### src/rtl/inst_fetch_buffer_if.sv
// Instruction-memory request/response bus for the fetch buffer.
// master: fetch side (mem_req, mem_addr out); slave: memory side.
interface inst_fetch_buffer_if #(
  parameter int AW = 11
);
  logic          mem_req;
  logic [AW-1:0] mem_addr;
  logic          mem_ack;
  logic [31:0]   mem_rdata;

  modport master (
    output mem_req,
    output mem_addr,
    input  mem_ack,
    input  mem_rdata
  );

  modport slave (
    input  mem_req,
    input  mem_addr,
    output mem_ack,
    output mem_rdata
  );
endinterface

### src/rtl/inst_fetch_buffer.sv
// Fetch stage: 2-entry tagged word buffer with next-word prefetch that
// gives the core sync-ROM timing over a variable-latency memory.
// Ports: clk, reset (sync, high); inst_addr in; inst/stall out;
// miss_count out (saturating); mem: memory bus (master modport).
module inst_fetch_buffer #(
  parameter int PC_WIDTH   = 12,
  parameter int MISS_CNT_W = 16
) (
  input  logic                  clk,
  input  logic                  reset,
  input  logic [PC_WIDTH-2:0]   inst_addr,
  output logic [31:0]           inst,
  output logic                  stall,
  output logic [MISS_CNT_W-1:0] miss_count,
  inst_fetch_buffer_if.master   mem
);
  localparam int AW = PC_WIDTH - 1;

  typedef struct packed {
    logic          valid;
    logic [AW-1:0] tag;
    logic [31:0]   data;
  } entry_t;

  typedef enum logic [1:0] {
    IDLE,
    DEMAND,
    PREFETCH,
    DRAIN
  } state_t;

  state_t          state;
  entry_t [1:0]    ent;
  logic [AW-1:0]   cur_addr;
  logic [AW-1:0]   req_addr;
  logic [AW-1:0]   nxt_addr;
  logic            req_q;
  logic            last_fill;
  logic            hit0;
  logic            hit1;
  logic            hit;
  logic            nxt_hit;
  logic            fill;
  logic            vic;

  assign nxt_addr = cur_addr + AW'(1);

  assign hit0 = ent[0].valid && (ent[0].tag == cur_addr);
  assign hit1 = ent[1].valid && (ent[1].tag == cur_addr);
  assign hit  = hit0 | hit1;

  assign nxt_hit = (ent[0].valid && (ent[0].tag == nxt_addr)) ||
                   (ent[1].valid && (ent[1].tag == nxt_addr));

  // Acks only count while something is outstanding.
  assign fill = (state != IDLE) && mem.mem_ack;

  assign stall = ~hit;

  // Tags never repeat across entries, so at most one hit is live.
  always_comb begin
    inst = '0;
    unique case (1'b1)
      hit0:    inst = ent[0].data;
      hit1:    inst = ent[1].data;
      default: inst = '0;
    endcase
  end

  // Keep the word the core is sitting on; alternate when neither is.
  always_comb begin
    vic = 1'b0;
    if (!ent[0].valid)
      vic = 1'b0;
    else if (!ent[1].valid)
      vic = 1'b1;
    else if (ent[0].tag == cur_addr)
      vic = 1'b1;
    else if (ent[1].tag == cur_addr)
      vic = 1'b0;
    else
      vic = ~last_fill;
  end

  assign mem.mem_req  = req_q & ~reset;
  assign mem.mem_addr = req_addr;

  always_ff @(posedge clk) begin
    if (reset) begin
      state        <= IDLE;
      cur_addr     <= '0;
      req_addr     <= '0;
      req_q        <= 1'b0;
      last_fill    <= 1'b0;
      miss_count   <= '0;
      ent[0].valid <= 1'b0;
      ent[1].valid <= 1'b0;
    end else begin
      cur_addr <= inst_addr;
      req_q    <= 1'b0;

      if (fill) begin
        ent[vic]  <= '{valid: 1'b1,
                       tag:   req_addr,
                       data:  mem.mem_rdata};
        last_fill <= vic;
      end

      unique case (state)
        IDLE: begin
          if (!hit) begin
            req_q    <= 1'b1;
            req_addr <= cur_addr;
            state    <= DEMAND;
            if (miss_count != '1)
              miss_count <= miss_count + MISS_CNT_W'(1);
          end else if (!nxt_hit) begin
            req_q    <= 1'b1;
            req_addr <= nxt_addr;
            state    <= PREFETCH;
          end
        end
        DEMAND: begin
          if (mem.mem_ack)
            state <= IDLE;
        end
        PREFETCH: begin
          // A miss on the prefetch target is served by this fill.
          if (mem.mem_ack)
            state <= IDLE;
          else if (!hit && (cur_addr != req_addr))
            state <= DRAIN;
        end
        DRAIN: begin
          if (mem.mem_ack)
            state <= IDLE;
        end
        default: state <= IDLE;
      endcase
    end
  end
endmodule

### src/flat_wrapper.sv
// flat-port wrapper written by rule: the top's interface ports become plain ports
module inst_fetch_buffer_flat 
#(
  parameter int PC_WIDTH   = 12,
  parameter int MISS_CNT_W = 16
)
  (clk, reset, inst_addr, inst, stall, miss_count, mem_mem_req, mem_mem_addr, mem_mem_ack, mem_mem_rdata);
  inst_fetch_buffer_if #(.AW(((12) - 1))) mem_i ();
  input  logic clk;
  input  logic reset;
  input  logic [PC_WIDTH-2:0] inst_addr;
  output logic [31:0] inst;
  output logic stall;
  output logic [MISS_CNT_W-1:0] miss_count;
  output wire logic [$bits(mem_i.mem_req)-1:0] mem_mem_req;
  output wire logic [$bits(mem_i.mem_addr)-1:0] mem_mem_addr;
  input wire logic [$bits(mem_i.mem_ack)-1:0] mem_mem_ack;
  input wire logic [$bits(mem_i.mem_rdata)-1:0] mem_mem_rdata;
  assign mem_mem_req = mem_i.mem_req;
  assign mem_mem_addr = mem_i.mem_addr;
  assign mem_i.mem_ack = mem_mem_ack;
  assign mem_i.mem_rdata = mem_mem_rdata;
  inst_fetch_buffer #(.PC_WIDTH(PC_WIDTH), .MISS_CNT_W(MISS_CNT_W)) u_core (.clk(clk), .reset(reset), .inst_addr(inst_addr), .inst(inst), .stall(stall), .miss_count(miss_count), .mem(mem_i));
endmodule
### config.mk
export PLATFORM = sky130hd
export DESIGN_NAME = inst_fetch_buffer_flat
export DESIGN_NICKNAME = d
export VERILOG_FILES = /design/src/rtl/inst_fetch_buffer_if.sv /design/src/rtl/inst_fetch_buffer.sv /design/src/flat_wrapper.sv
export SDC_FILE = /design/constraint.sdc
export NUM_CORES = 1
export LEC_CHECK = 0
export ABC_AREA = 0
export CAP_MARGIN = 20
export CORE_MARGIN = 2
export CORE_UTILIZATION = 40
export DETAILED_ROUTE_END_ITERATION = 10
export PLACE_DENSITY = 0.72
export SLEW_MARGIN = 10
export SYNTH_ARGS = -nofsm -noshare
export SYNTH_HDL_FRONTEND = slang
export SYNTH_SLANG_ARGS = --single-unit
export TNS_END_PERCENT = 5
### constraint.sdc
create_clock -name clk -period 5.4 [get_ports clk]
set_clock_uncertainty 0.15 [all_clocks]
set_input_delay 1.08 -clock clk [delete_from_list [all_inputs] [get_ports clk]]
set_output_delay 1.08 -clock clk [all_outputs]
set_load 0.03 [all_outputs]
## Word level (Yosys, flattened, before mapping)

Cells that the tools add are included.

- Register bits after elaboration: 130
- Bits in latches: 0
- Bits in writable memories: 0
- Memory bits (read-only): 0
- Input port bits: 46
- Output and inout port bits: 61
- Logic and storage cells: 70
- Memories: 0

- Add/sub/neg operators: 2
- $mul: 0
- Div/mod/pow operators: 0
- Magnitude comparators: 2
- Eq/ne operators: 13
- Shift-type cells: 0
- Muxes and demuxes: 18
- Bitwise operators: 6
- Reductions and logical operators: 17

Operator list:

| operator | number |
|---|---|
| $bwmux 88 | 1 |
| $pmux 32 s2 | 1 |
| $demux 44 s1 | 1 |
| $eq 11x11->1 | 4 |
| $mux 44 | 1 |
| $mux 11 | 2 |
| $add 16x1->16 const B | 1 |
| $ne 16x16->1 const B | 1 |
| $add 11x1->11 const B | 1 |
| $ne 11x11->1 | 1 |
| $mux 2 | 5 |
| $logic_and 1x1->1 | 7 |
| $mux 1 | 6 |
| $pmux 2 s3 | 1 |
| $reduce_and 3->1 | 2 |
| $eq 2x2->1 const B | 2 |
| $not 1->1 | 4 |
| $reduce_and 2->1 | 2 |
| $reduce_or 2->1 | 2 |
| $ne 3x2->1 const B | 1 |
| $ne 3x3->1 const B | 1 |
| $eq 2x1->1 const B | 1 |
| $logic_not 2->1 | 1 |
| $lt 1x2->1 const B | 1 |
| other kinds (8) | 8 |

## Depth between registers and ports, before layout

- Word-level depth: 10
- Mapped depth: 12

## Worst setup path after synthesis

No wires, ideal clock.

- Kind: register -> register
- Start point: register, netlist name u_core.cur_addr[0]
- End point: register u_core.ent[0] (netlist name), enable pin
- Library setup time: 0.506 ns
- Data arrival time: 5.004 ns
- Path slack: -0.260 ns
- Cell stages (with the launch flop): 8
- Clock period less this slack: 5.660 ns
- Path through: dfxtp_1 clkbuf_1 xor2_1 or4b_1 nor3_1 nor2_1 o31ai_1 nor3b_1

RTL lines:

| element | RTL line | source |
|---|---|---|
| to (signal, indexed assignment) | inst_fetch_buffer.sv:103 | `ent[vic] <= '{valid: 1'b1,` |
| to (decl) | inst_fetch_buffer.sv:33 | `entry_t [1:0] ent;` |

## Final worst setup path

- Start point: register u_core.cur_addr[5]
- End point: output inst[9]

- Cells in the longest elaborated chain, start to end: 3

RTL lines:

| element | RTL line | source |
|---|---|---|
| from (decl) | inst_fetch_buffer.sv:34 | `logic [AW-1:0] cur_addr;` |
| from (signal assigned) | inst_fetch_buffer.sv:99 | `cur_addr <= inst_addr;` |
| $eq 11x11->1, on equally long branches | inst_fetch_buffer.sv:49, inst_fetch_buffer.sv:48 |  |
| $logic_and 1x1->1, on equally long branches | inst_fetch_buffer.sv:49, inst_fetch_buffer.sv:48 |  |
| $pmux 32 s2 * | inst_fetch_buffer.sv:63 | `unique case (1'b1)` |
| to (decl) | flat_wrapper.sv:12 | `output logic [31:0] inst;` |

Every way passes the cells marked *; elsewhere a longest branch is shown, timed or not.

==> metrics.md <==
| Metric | Value |
|---|---|
| Asr flop ratio synth | `0%` |
| Nature of the critical path startpoint | `flop` |
| First-pass GRT wire length | `19700 µm` |
| Synth Flop Type | `edfxtp_1` |
| Vias | `3930` |
| Max Cap Violations | `0` |
| Gpl congestion | `0.957` |
| Data arrival time of the worst path | `3.60 ns` |
| Leak pwr | `2.60 nW` |
| Status | `complete, no violations` |
| CTS clk-pin slew, worst paths | `0.05 ns` |
| TritonRoute pass-1 iters | `4` |
| DP Wirelength | `8550 µm` |
| Wire per inst | `16.8 µm` |
| Least-Margin Pin Slew | `0.916 ns` |
| # diodes | `0` |
| Sequential share of power | `47.9%` |
| Global-route usage over all layers | `16.9%` |
| Die Y | `124 µm` |
| Tmin final | `4.83 ns` |
| Part of the Yosys area used for sequential elements | `60.6%` |
| Final Hold Fails | `0` |
| Layout area overhead | `31.4%` |
| Total die area | `15300 µm²` |
| Core Util, Final | `53.9%` |
| Crit path kind | `flop to output pin` |
| Final period util | `89.5%` |
| Initial Util | `41.0%` |
| Reg area | `3460 µm²` |
| Data required, critical path | `4.17 ns` |
| Slew headroom | `38.4%` |
| Layout cells sized above 1 | `9.34%` |
| Routed WL | `12700 µm` |
| Post-synthesis compound-gate area fraction | `9.30%` |
| GRT overflow | `0` |
| Internal power | `1.83 mW` |
| HP Class | `flop to flop` |
| Rows | `43` |
| CTS H-Tree Depth | `4` |
| Setup violations, final | `0` |
| Post-cts resize count | `0` |
| Die width | `124 µm` |
| Io pins | `107` |
| Largest net degree at the start of global routing | `58` |
| Final ANT Viol Nets | `0` |
| Final worst slack | `0.568 ns` |
| Setup TNS Final | `0 ns` |
| Post-CTS Repair Setup Buffers | `0` |
| Comb pwr share | `6.8%` |
| Number of synthesis warnings | `0` |
| CTS tree | `built` |
| CP Capture Type | `output pin` |
| CTS Root Cell | `clkbuf_16` |
| Largest family of logic cells by synthesized area | `simple AND/OR/NAND/NOR gates` |
| I/O Buffers | `106` |
| VDD IR-drop max | `0.168 mV` |
| Adder-cell share of the synthesized area | `0.438%` |
| Filler cells | `1187` |
| Worst-case clock buffer depth | `2` |
| Nets | `613` |
| CP max FO | `24` |
| Crit-path cells | `xnor2_1, or4b_1, nor4_4, buf_4, a22o_1, clkdlybuf4s50_1` |
| Vias per inst | `5.18` |
| Post-synth EDFFs | `86` |
| P per Cell Area | `309 nW/µm²` |
| DRC violations left | `0` |
| Multi-input logic area | `2110 µm²` |
| Synthesized area | `5720 µm²` |
| Switch share | `21.2%` |
| Power Total | `2.32 mW` |
| Vias in the first global route | `3963` |
| CTS Sinks | `130` |
| Pre-CTS setup slack | `0.974 ns` |
| Initial antenna violation count | `0` |
| Max Slew Vio Count | `0` |
| Worst skew pair latency | `0.40 ns` |
| Synth Instances | `459` |
| RSZ-0062 raised after global routing | `false` |
| Total CTS buffers | `17` |
| Distinct cells, synth | `53` |
| Syn_area_per_cell | `12.5 µm²` |
| Post-Synth XOR/XNOR Area | `9.50%` |
| Slowest cell delay on critical path | `0.67 ns` |
| DRT iter0 DRCs | `263` |
| Fmax | `0.207 GHz` |
| Post-Synth Simple-Gate Area | `14.5%` |
| Yosys reg bits | `130` |
| Synth Net Count | `507` |
| Total net switching power | `0.493 mW` |
| Clk network pwr share | `45.4%` |
| CORE AREA | `13900 µm²` |
| Hold-fix buffers at CTS | `0` |
| Post-synthesis mux area share | `2.89%` |
| Crit-path slowest cell | `clkdlybuf4s50_1` |
cell usage after synthesis, drive strengths merged, types with 3 or more instances:
master  count  area (µm²)
edfxtp     86        2580
dfxtp      44         881
xor2       33         289
a22o       32         280
xnor2      29         254
nor2b      25         156
nor2       22        82.6
nand3      19        95.1
nand2      18        67.6
clkbuf     16        60.1
a21oi      15        75.1
buf        12        76.3
mux2       12         135
o21ai      11        55.1
nor3       10        50.1
nand4       8        50.1
nor4        8        71.3
inv         6        22.5
or3         6        37.5
and3        4        25.0
and4        4        35.0
nor4bb      4        40.0
and2        3        18.8
mux2i       3        30.0
nand2b      3        18.8
o31ai       3        22.5
or4         3        26.3
registers in the layout, summed over array words and instances (netlist names):
signal / flops
u_core.cur_addr: 11
u_core.last_fill: 1
u_core.state: 2
u_core.mem.mem_addr: 11
u_core.ent: 88
u_core.req_q: 1
u_core.miss_count: 16
layout by cell type (no fill, tap or decap), types with 6 or more instances in the layout:
cell             instances
clkdlybuf4s50_1        105
nor2b_1                 25
clkbuf_1                 7
dfxtp_1                 44
buf_4                    7
clkbuf_16               19
edfxtp_1                86
mux2_2                  10
or3_1                    6
o21ai_0                  6
a21oi_1                 15
xor2_1                  33
nand4_1                  8
nand3_1                 19
nor4_1                   6
nand2_1                 18
nor2_1                  22
nor3_1                   9
a22o_1                  32
xnor2_1                 29
worst paths after layout:
| path | end | cells after the start | slack, ns | from |
|---|---|---|---|---|
| max | inst[9] | 6 | 0.57 | u_core.cur_addr[5] |
| max reg2reg | u_core.mem.mem_addr[7] | 9 | 1.61 | u_core.cur_addr[1] |
| min reg2reg | u_core.ent[41] | 0 | 0.37 | u_core.mem.mem_addr[9] |
| min | u_core.ent[41] | 0 | 0.37 | u_core.mem.mem_addr[9] |
area by class of cell:
class,count,area share (%)
clock buffers,28,7.05
clock inverters,4,0.283
repair buffers,115,15.2
flip-flops and latches,130,46.1
well taps,180,3.00
inverters,6,0.300
multi-input cells,295,28.1
per-stage QoR:
| stage | cells | hold WS [ns] | area, µm² |
|---|---|---|---|
| 2_1_floorplan | 459 | 0.344 | 5720 |
| 3_3_place_gp | 725 | 0.355 | 6950 |
| 3_5_place_dp | 725 | 0.367 | 6950 |
| 4_1_cts | 757 | 0.378 | 7500 |
| 5_1_grt | 758 | 0.391 | 7510 |
| 6_report | 758 | 0.373 | 7510 |
power groups by stage:
stage	clock, mW	combinational [mW]	sequential [mW]
2_1_floorplan	0	0.0830	1.13
3_3_place_gp	0	0.155	1.13
3_5_place_dp	0	0.157	1.13
4_1_cts	1.08	0.158	1.11
5_1_grt	1.12	0.171	1.11
6_report	1.05	0.157	1.11
metal layers:
metal | GRT usage (%) | routed length, µm | up-vias
met5 | 0 | 0 | -
met4 | 6.53 | 257 | 0
met3 | 5.03 | 679 | 18
met2 | 27.3 | 5970 | 112
met1 | 21.4 | 5800 | 1891
li1 | - | - | 1909
cells by family after synthesis:
logic type	Yosys count
xor+xnor	62
buf+inv	34
mux	15
fa+ha+maj	2
compound gates	72
simple gates	144
flops	130
worst max-delay path, delay by kind of cell, from the launching register on:
| kind | cells | cell delay (ns) |
|---|---|---|
| compound gates | 1 | 0.20 |
| xor+xnor | 1 | 0.20 |
| buf+inv | 2 | 1.06 |
| flops | 1 | 0.56 |
| simple gates | 2 | 1.18 |
Power figures use the tool's default switching activity.
